## src/rtl/keypad_scanner_pkg.sv

```systemverilog
// Shared constants and helpers for the 4x4 matrix keypad scanner.
package keypad_scanner_pkg;

  localparam int unsigned KP_ROWS = 4;
  localparam int unsigned KP_COLS = 4;
  localparam int unsigned KP_KEYS = 16;

  // Key indices (row_idx*4 + col_idx) of the keys with a fixed role on the maze board.
  localparam int unsigned KEY_UP    = 1;
  localparam int unsigned KEY_LEFT  = 4;
  localparam int unsigned KEY_RIGHT = 6;
  localparam int unsigned KEY_DOWN  = 9;
  localparam int unsigned KEY_MAP   = 12;
  localparam int unsigned KEY_PAUSE = 15;

  // Index of the lowest set bit; 0 when the map is empty.
  function automatic logic [3:0] lowest_key(input logic [KP_KEYS-1:0] map);
    logic [3:0] idx;
    idx = '0;
    for (int i = KP_KEYS - 1; i >= 0; i--) begin
      if (map[i]) idx = 4'(i);
    end
    return idx;
  endfunction

endpackage

```

## src/rtl/kp_frame_debounce.sv

```systemverilog
// Whole-frame debouncer: a new key map is accepted only after DEB_FRAMES identical frames.
module kp_frame_debounce
  import keypad_scanner_pkg::*;
#(
  parameter int unsigned DEB_FRAMES = 5
) (
  input  logic               clk_in,
  input  logic               rst,
  input  logic               frame_end,
  input  logic [KP_KEYS-1:0] frame,
  output logic [KP_KEYS-1:0] key_state,
  output logic [KP_KEYS-1:0] key_pulse
);

  localparam int unsigned CntW = $clog2(DEB_FRAMES);
  localparam logic [CntW-1:0] CntMax = CntW'(DEB_FRAMES - 1);

  logic [KP_KEYS-1:0] last_frame_q, last_frame_d;
  logic [CntW-1:0]    stable_cnt_q, stable_cnt_d;
  logic [KP_KEYS-1:0] key_state_q, key_state_d;
  logic [KP_KEYS-1:0] key_pulse_q, key_pulse_d;

  // Compare each completed frame and promote it once it has been stable long enough.
  always_comb begin
    last_frame_d = last_frame_q;
    stable_cnt_d = stable_cnt_q;
    key_state_d  = key_state_q;
    key_pulse_d  = '0;
    if (frame_end) begin
      if (frame != last_frame_q) begin
        last_frame_d = frame;
        stable_cnt_d = '0;
      end else begin
        if (stable_cnt_q != CntMax) stable_cnt_d = stable_cnt_q + CntW'(1);
        // Saturated count still qualifies, so a stable map that differs keeps updating.
        if (stable_cnt_d == CntMax && last_frame_q != key_state_q) begin
          key_state_d = last_frame_q;
          key_pulse_d = last_frame_q & ~key_state_q;
        end
      end
    end
  end

  // Debounce state registers.
  always_ff @(posedge clk_in or negedge rst) begin
    if (!rst) begin
      last_frame_q <= '0;
      stable_cnt_q <= '0;
      key_state_q  <= '0;
      key_pulse_q  <= '0;
    end else begin
      last_frame_q <= last_frame_d;
      stable_cnt_q <= stable_cnt_d;
      key_state_q  <= key_state_d;
      key_pulse_q  <= key_pulse_d;
    end
  end

  assign key_state = key_state_q;
  assign key_pulse = key_pulse_q;

endmodule

```

## src/rtl/keypad_scanner.sv

```systemverilog
// 4x4 matrix keypad scanner: row drive, column sync, frame capture and key event register.
module keypad_scanner
  import keypad_scanner_pkg::*;
#(
  parameter int unsigned SCAN_DIV   = 50000,
  parameter int unsigned DEB_FRAMES = 5
) (
  input  logic               clk_in,
  input  logic               rst,
  output logic [KP_ROWS-1:0] row,
  input  logic [KP_COLS-1:0] col,
  output logic [KP_KEYS-1:0] key_state,
  output logic [KP_KEYS-1:0] key_pulse,
  output logic [3:0]         key_code,
  output logic               key_valid,
  input  logic               key_ack,
  output logic               overrun
);

  localparam int unsigned DivW = $clog2(SCAN_DIV);
  localparam logic [DivW-1:0] DivLast   = DivW'(SCAN_DIV - 1);
  localparam logic [DivW-1:0] DivSample = DivW'(SCAN_DIV - 2);

  logic [KP_COLS-1:0] col_meta_q, col_sync_q;
  logic [DivW-1:0]    div_cnt_q, div_cnt_d;
  logic [1:0]         row_idx_q, row_idx_d;
  logic [KP_ROWS-1:0] row_q, row_d;
  logic [KP_KEYS-1:0] frame_q, frame_d;
  logic [3:0]         key_code_q, key_code_d;
  logic               key_valid_q, key_valid_d;
  logic               overrun_q, overrun_d;

  logic slot_end, sample, frame_end, ev;

  assign slot_end  = (div_cnt_q == DivLast);
  assign sample    = (div_cnt_q == DivSample);
  assign frame_end = slot_end && (row_idx_q == 2'd3);
  assign ev        = |key_pulse;

  // Two-flop synchronizer; idle (unpressed) columns read high.
  always_ff @(posedge clk_in or negedge rst) begin
    if (!rst) begin
      col_meta_q <= '1;
      col_sync_q <= '1;
    end else begin
      col_meta_q <= col;
      col_sync_q <= col_meta_q;
    end
  end

  // Row slot timing, row advance and late-in-slot column capture into the frame buffer.
  always_comb begin
    div_cnt_d = div_cnt_q + DivW'(1);
    row_idx_d = row_idx_q;
    row_d     = row_q;
    frame_d   = frame_q;
    if (sample) frame_d[{row_idx_q, 2'b00} +: 4] = ~col_sync_q;
    if (slot_end) begin
      div_cnt_d = '0;
      row_idx_d = row_idx_q + 2'd1;
      row_d     = ~(4'b0001 << row_idx_d);
    end
  end

  // Scan state registers.
  always_ff @(posedge clk_in or negedge rst) begin
    if (!rst) begin
      div_cnt_q <= '0;
      row_idx_q <= '0;
      row_q     <= 4'b1110;
      frame_q   <= '0;
    end else begin
      div_cnt_q <= div_cnt_d;
      row_idx_q <= row_idx_d;
      row_q     <= row_d;
      frame_q   <= frame_d;
    end
  end

  kp_frame_debounce #(
    .DEB_FRAMES(DEB_FRAMES)
  ) u_debounce (
    .clk_in   (clk_in),
    .rst      (rst),
    .frame_end(frame_end),
    .frame    (frame_q),
    .key_state(key_state),
    .key_pulse(key_pulse)
  );

  // One-deep event holding register; an ack in the same cycle frees the slot for the new event.
  always_comb begin
    key_code_d  = key_code_q;
    key_valid_d = key_valid_q;
    overrun_d   = overrun_q;
    if (ev && (!key_valid_q || key_ack)) begin
      key_code_d  = lowest_key(key_pulse);
      key_valid_d = 1'b1;
    end else if (!ev && key_ack) begin
      key_valid_d = 1'b0;
    end
    if (ev && key_valid_q && !key_ack) begin
      overrun_d = 1'b1;
    end else if (key_ack) begin
      overrun_d = 1'b0;
    end
  end

  // Event register state.
  always_ff @(posedge clk_in or negedge rst) begin
    if (!rst) begin
      key_code_q  <= '0;
      key_valid_q <= 1'b0;
      overrun_q   <= 1'b0;
    end else begin
      key_code_q  <= key_code_d;
      key_valid_q <= key_valid_d;
      overrun_q   <= overrun_d;
    end
  end

  assign row       = row_q;
  assign key_code  = key_code_q;
  assign key_valid = key_valid_q;
  assign overrun   = overrun_q;

endmodule

```

## config.mk

```make
export PLATFORM = sky130hd
export DESIGN_NAME = keypad_scanner
export DESIGN_NICKNAME = d
export VERILOG_FILES = /design/src/rtl/keypad_scanner_pkg.sv /design/src/rtl/kp_frame_debounce.sv /design/src/rtl/keypad_scanner.sv
export SDC_FILE = /design/constraint.sdc
export NUM_CORES = 1
export LEC_CHECK = 0
export BUFFER_PORTS_ARGS = -buffer_cell sky130_fd_sc_hd__buf_2
export CORE_MARGIN = 3
export CORE_UTILIZATION = 59
export CTS_CLUSTER_DIAMETER = 100
export DETAILED_ROUTE_END_ITERATION = 10
export GPL_TIMING_DRIVEN = 0
export PLACE_DENSITY_LB_ADDON = 0.1
export SETUP_SLACK_MARGIN = 0.02
export SYNTH_ARGS = -nofsm -noshare
export SYNTH_HDL_FRONTEND = slang
export SYNTH_SLANG_ARGS = --single-unit
```

## constraint.sdc

```tcl
create_clock -name clk_in -period 3.6 [get_ports clk_in]
set_input_delay 0 -clock clk_in [delete_from_list [all_inputs] [get_ports clk_in]]
set_output_delay 0 -clock clk_in [all_outputs]
set_load 0.005 [all_outputs]
```

==> results.tsv <==
metric	value	unit
total grt overflow	0	
R2R setup slack	0.57	ns
GP Congestion	0.808	
Post-synth EDFFs	0	
critical path class	reg2reg	
syn avg cell area	11.5	um^2
first-pass GRT wire length	14.3	mm
post-route insts no fill	587	
Cells after DPL	565	
Yosys top cell by area	dfrtp_1	
Crit. Startpoint	u_debounce.last_frame_q[1]	
die area	0.00918	mm^2
Inserted Clock Buffers	9	
Final period util	0.841	
post-DR wirelength/cell	14.8	um
CP required	3.85	ns
final setup vio count	0	
Worst setup endpoint	u_debounce.key_state[13]	
vias in the first global route	3099	
synth unique cells	44	
GRT Overall Usage	0.204	
Yosys reg bits	103	
fillcell total	601	
1st-pass router iterations	4	
clock skew	0.0126	ns
# H-tree levels	3	
initial antenna violation count	0	
die span in x	95.8	um
CP Launch Type	flip-flop	
commonest non-fill, non-tap cell in the layout	dfrtp_1	
effective utilization at floorplan	0.612	
worst r2r path cells	7	
largest net degree at the start of global routing	69	
slew margin rel.	0.252	
synth top area cells	dfrtp_1, ha_1, dfstp_2	
YS warnings	0	
share of layout cells above drive strength 1	0.212	
clk slew on worst S/H paths	0.10	ns
Seq/Total Area, Yosys	0.545	
pwr dens	356	mW/mm^2
TritonCTS clock tree	built	
ant diodes	0	
IO Port Bufs	48	
nets	512	
Worst Tran Pin Value	1.11	ns
DRT iter0 DRCs	126	
Async S/R FF share, synth	1.00	
RSZ-0062 raised after global routing	no	
crit path capture type	flip-flop	
drt via density	5.39	
Clk Latency, worst-skew pair	0.36	ns
fmax	0.330	GHz
# DRC	0	
Die H	95.8	um
Area growth syn-to-layout	13.8	%
hold slack	0.135	ns
DPL Wire Length	6.50	mm
antenna viol nets, final	0	
Vias	3163	
met1 WL	3.82	mm
WL met2	4.39	mm
min cycle time layout	3.03	ns
Syn Nets	446	
CP Data Arrival Time	3.28	ns
Peak VDD IR	0.303	mV
post-cts sizing count	0	
setup bufs post-CTS	0	
Synth Cell Area	0.00476	mm^2
type of the most critical hold path	in2async	
Slew Limit Fails	0	
reg2reg end	u_debounce.key_state[13]	
most frequent cells in the layout	dfrtp_1, buf_2, inv_1	
metal3 WL	341	um
Core ar.	0.00777	mm^2
crit-path max FO	10	
clock sinks	103	
Post-Synthesis Cells	414	
Top FF cell, synth	dfrtp_1	
top sig layer	met4	
reg-to-reg startpoint	u_debounce.last_frame_q[1]	
routed wire length	8.68	mm
Leak Pwr	0.00268	uW
FP Rows	32	
clk buf depth	2	
Final Hold Fails	0	
root buf cell	clkbuf_8	
outcome	completed	
I/O Pins	49	
Synth top area share	0.484	
setup TNS	0	ns
Max-Cap Viols	0	
flip-flops by register name, indices dropped and copies added, names as in the netlist:
register                 cells
col_meta_q                   4
col_sync_q                   4
div_cnt_q                   16
frame_q                     16
key_code                     4
key_valid                    1
overrun                      1
row                          4
row_idx_q                    2
u_debounce.key_pulse        16
u_debounce.key_state        16
u_debounce.last_frame_q     16
u_debounce.stable_cnt_q      3
cell type report:
type	instances	area (um^2)	share of cell area
Tap cell	102	128	0.0236
Clock buffer	11	141	0.0261
Clock inverter	5	57.6	0.0106
Multi-Input combinational cell	274	2010	0.371
Buffer	7	42.5	0.00786
Sequential cell	103	2590	0.479
Inverter	30	113	0.0208
Timing Repair Buffer	55	330	0.0610
power by group:
group	total, uW	switching, uW	internal (uW)
clock	724	383	341
sequential	1170	3.17	1160
combinational	36.1	23.7	12.4
total	1930	410	1520
routing by layer:
metal	track usage	vias up
met4	0.0640	0
met2	0.355	54
met3	0.0375	12
met1	0.258	1536
met5	0	-
li1	-	1561
cell usage after synthesis (4+ instances only):
cell	n
nor4_1	9
ha_1	25
nand2_1	28
xnor2_1	22
inv_1	30
mux2_1	12
nor2_1	16
nand2b_1	17
nand4_1	13
and2_1	18
dfrtp_1	92
nand3_1	11
mux2_2	20
dfstp_2	11
a21o_1	4
o21ai_0	18
a21oi_1	12
xor2_1	7
nor3_1	8
how the worst min path moves through the flow:
stage                              endpoint  slack [ns]  cells after the start
floorplan                      div_cnt_q[0]       -0.30                      0
global placement              col_meta_q[3]        0.11                      1
detailed placement  u_debounce.key_pulse[6]      -0.008                      1
CTS                 u_debounce.key_pulse[6]        0.15                      2
global route        u_debounce.key_pulse[6]        0.17                      2
finish              u_debounce.key_pulse[6]        0.14                      2
metrics by stage:
stage | util | power (uW) | area (um^2) | setup WS (ns)
2_1_floorplan | - | 1190 | 4760 | 0.990
6_report | 0.697 | 1930 | 5410 | 0.571
5_1_grt | 0.697 | 1990 | 5410 | 0.261
3_3_place_gp | 0.660 | 1220 | 5120 | 0.699
4_1_cts | 0.697 | 1950 | 5410 | 0.544
3_5_place_dp | 0.664 | 1220 | 5150 | 0.574
cell families after synthesis:
logic type	Yosys count	share of synthesized area
AO/OA/AOI/OAI	46	0.0568
XOR/XNOR	29	0.0534
adder cells (fa/ha/maj)	25	0.0658
buffers and inverters	37	0.0326
flip-flops	103	0.545
multiplexers	35	0.0821
AND/OR/NAND/NOR	139	0.165
timing repair:
action	in CTS	in global routing
hold endpoints to repair	40	0
hold buffers	6	0
endpoints found under the setup margin	0	0
critical path, stage by stage (launching register included):
cell,delay [ns]
dfrtp_1,0.44
xnor2_1,0.22
nand4_1,0.16
nor4_1,0.97
and3_1,0.27
clkbuf_1,0.23
buf_2,0.27
mux2_2,0.35
Note: power is estimated with default switching activity, not from simulation.
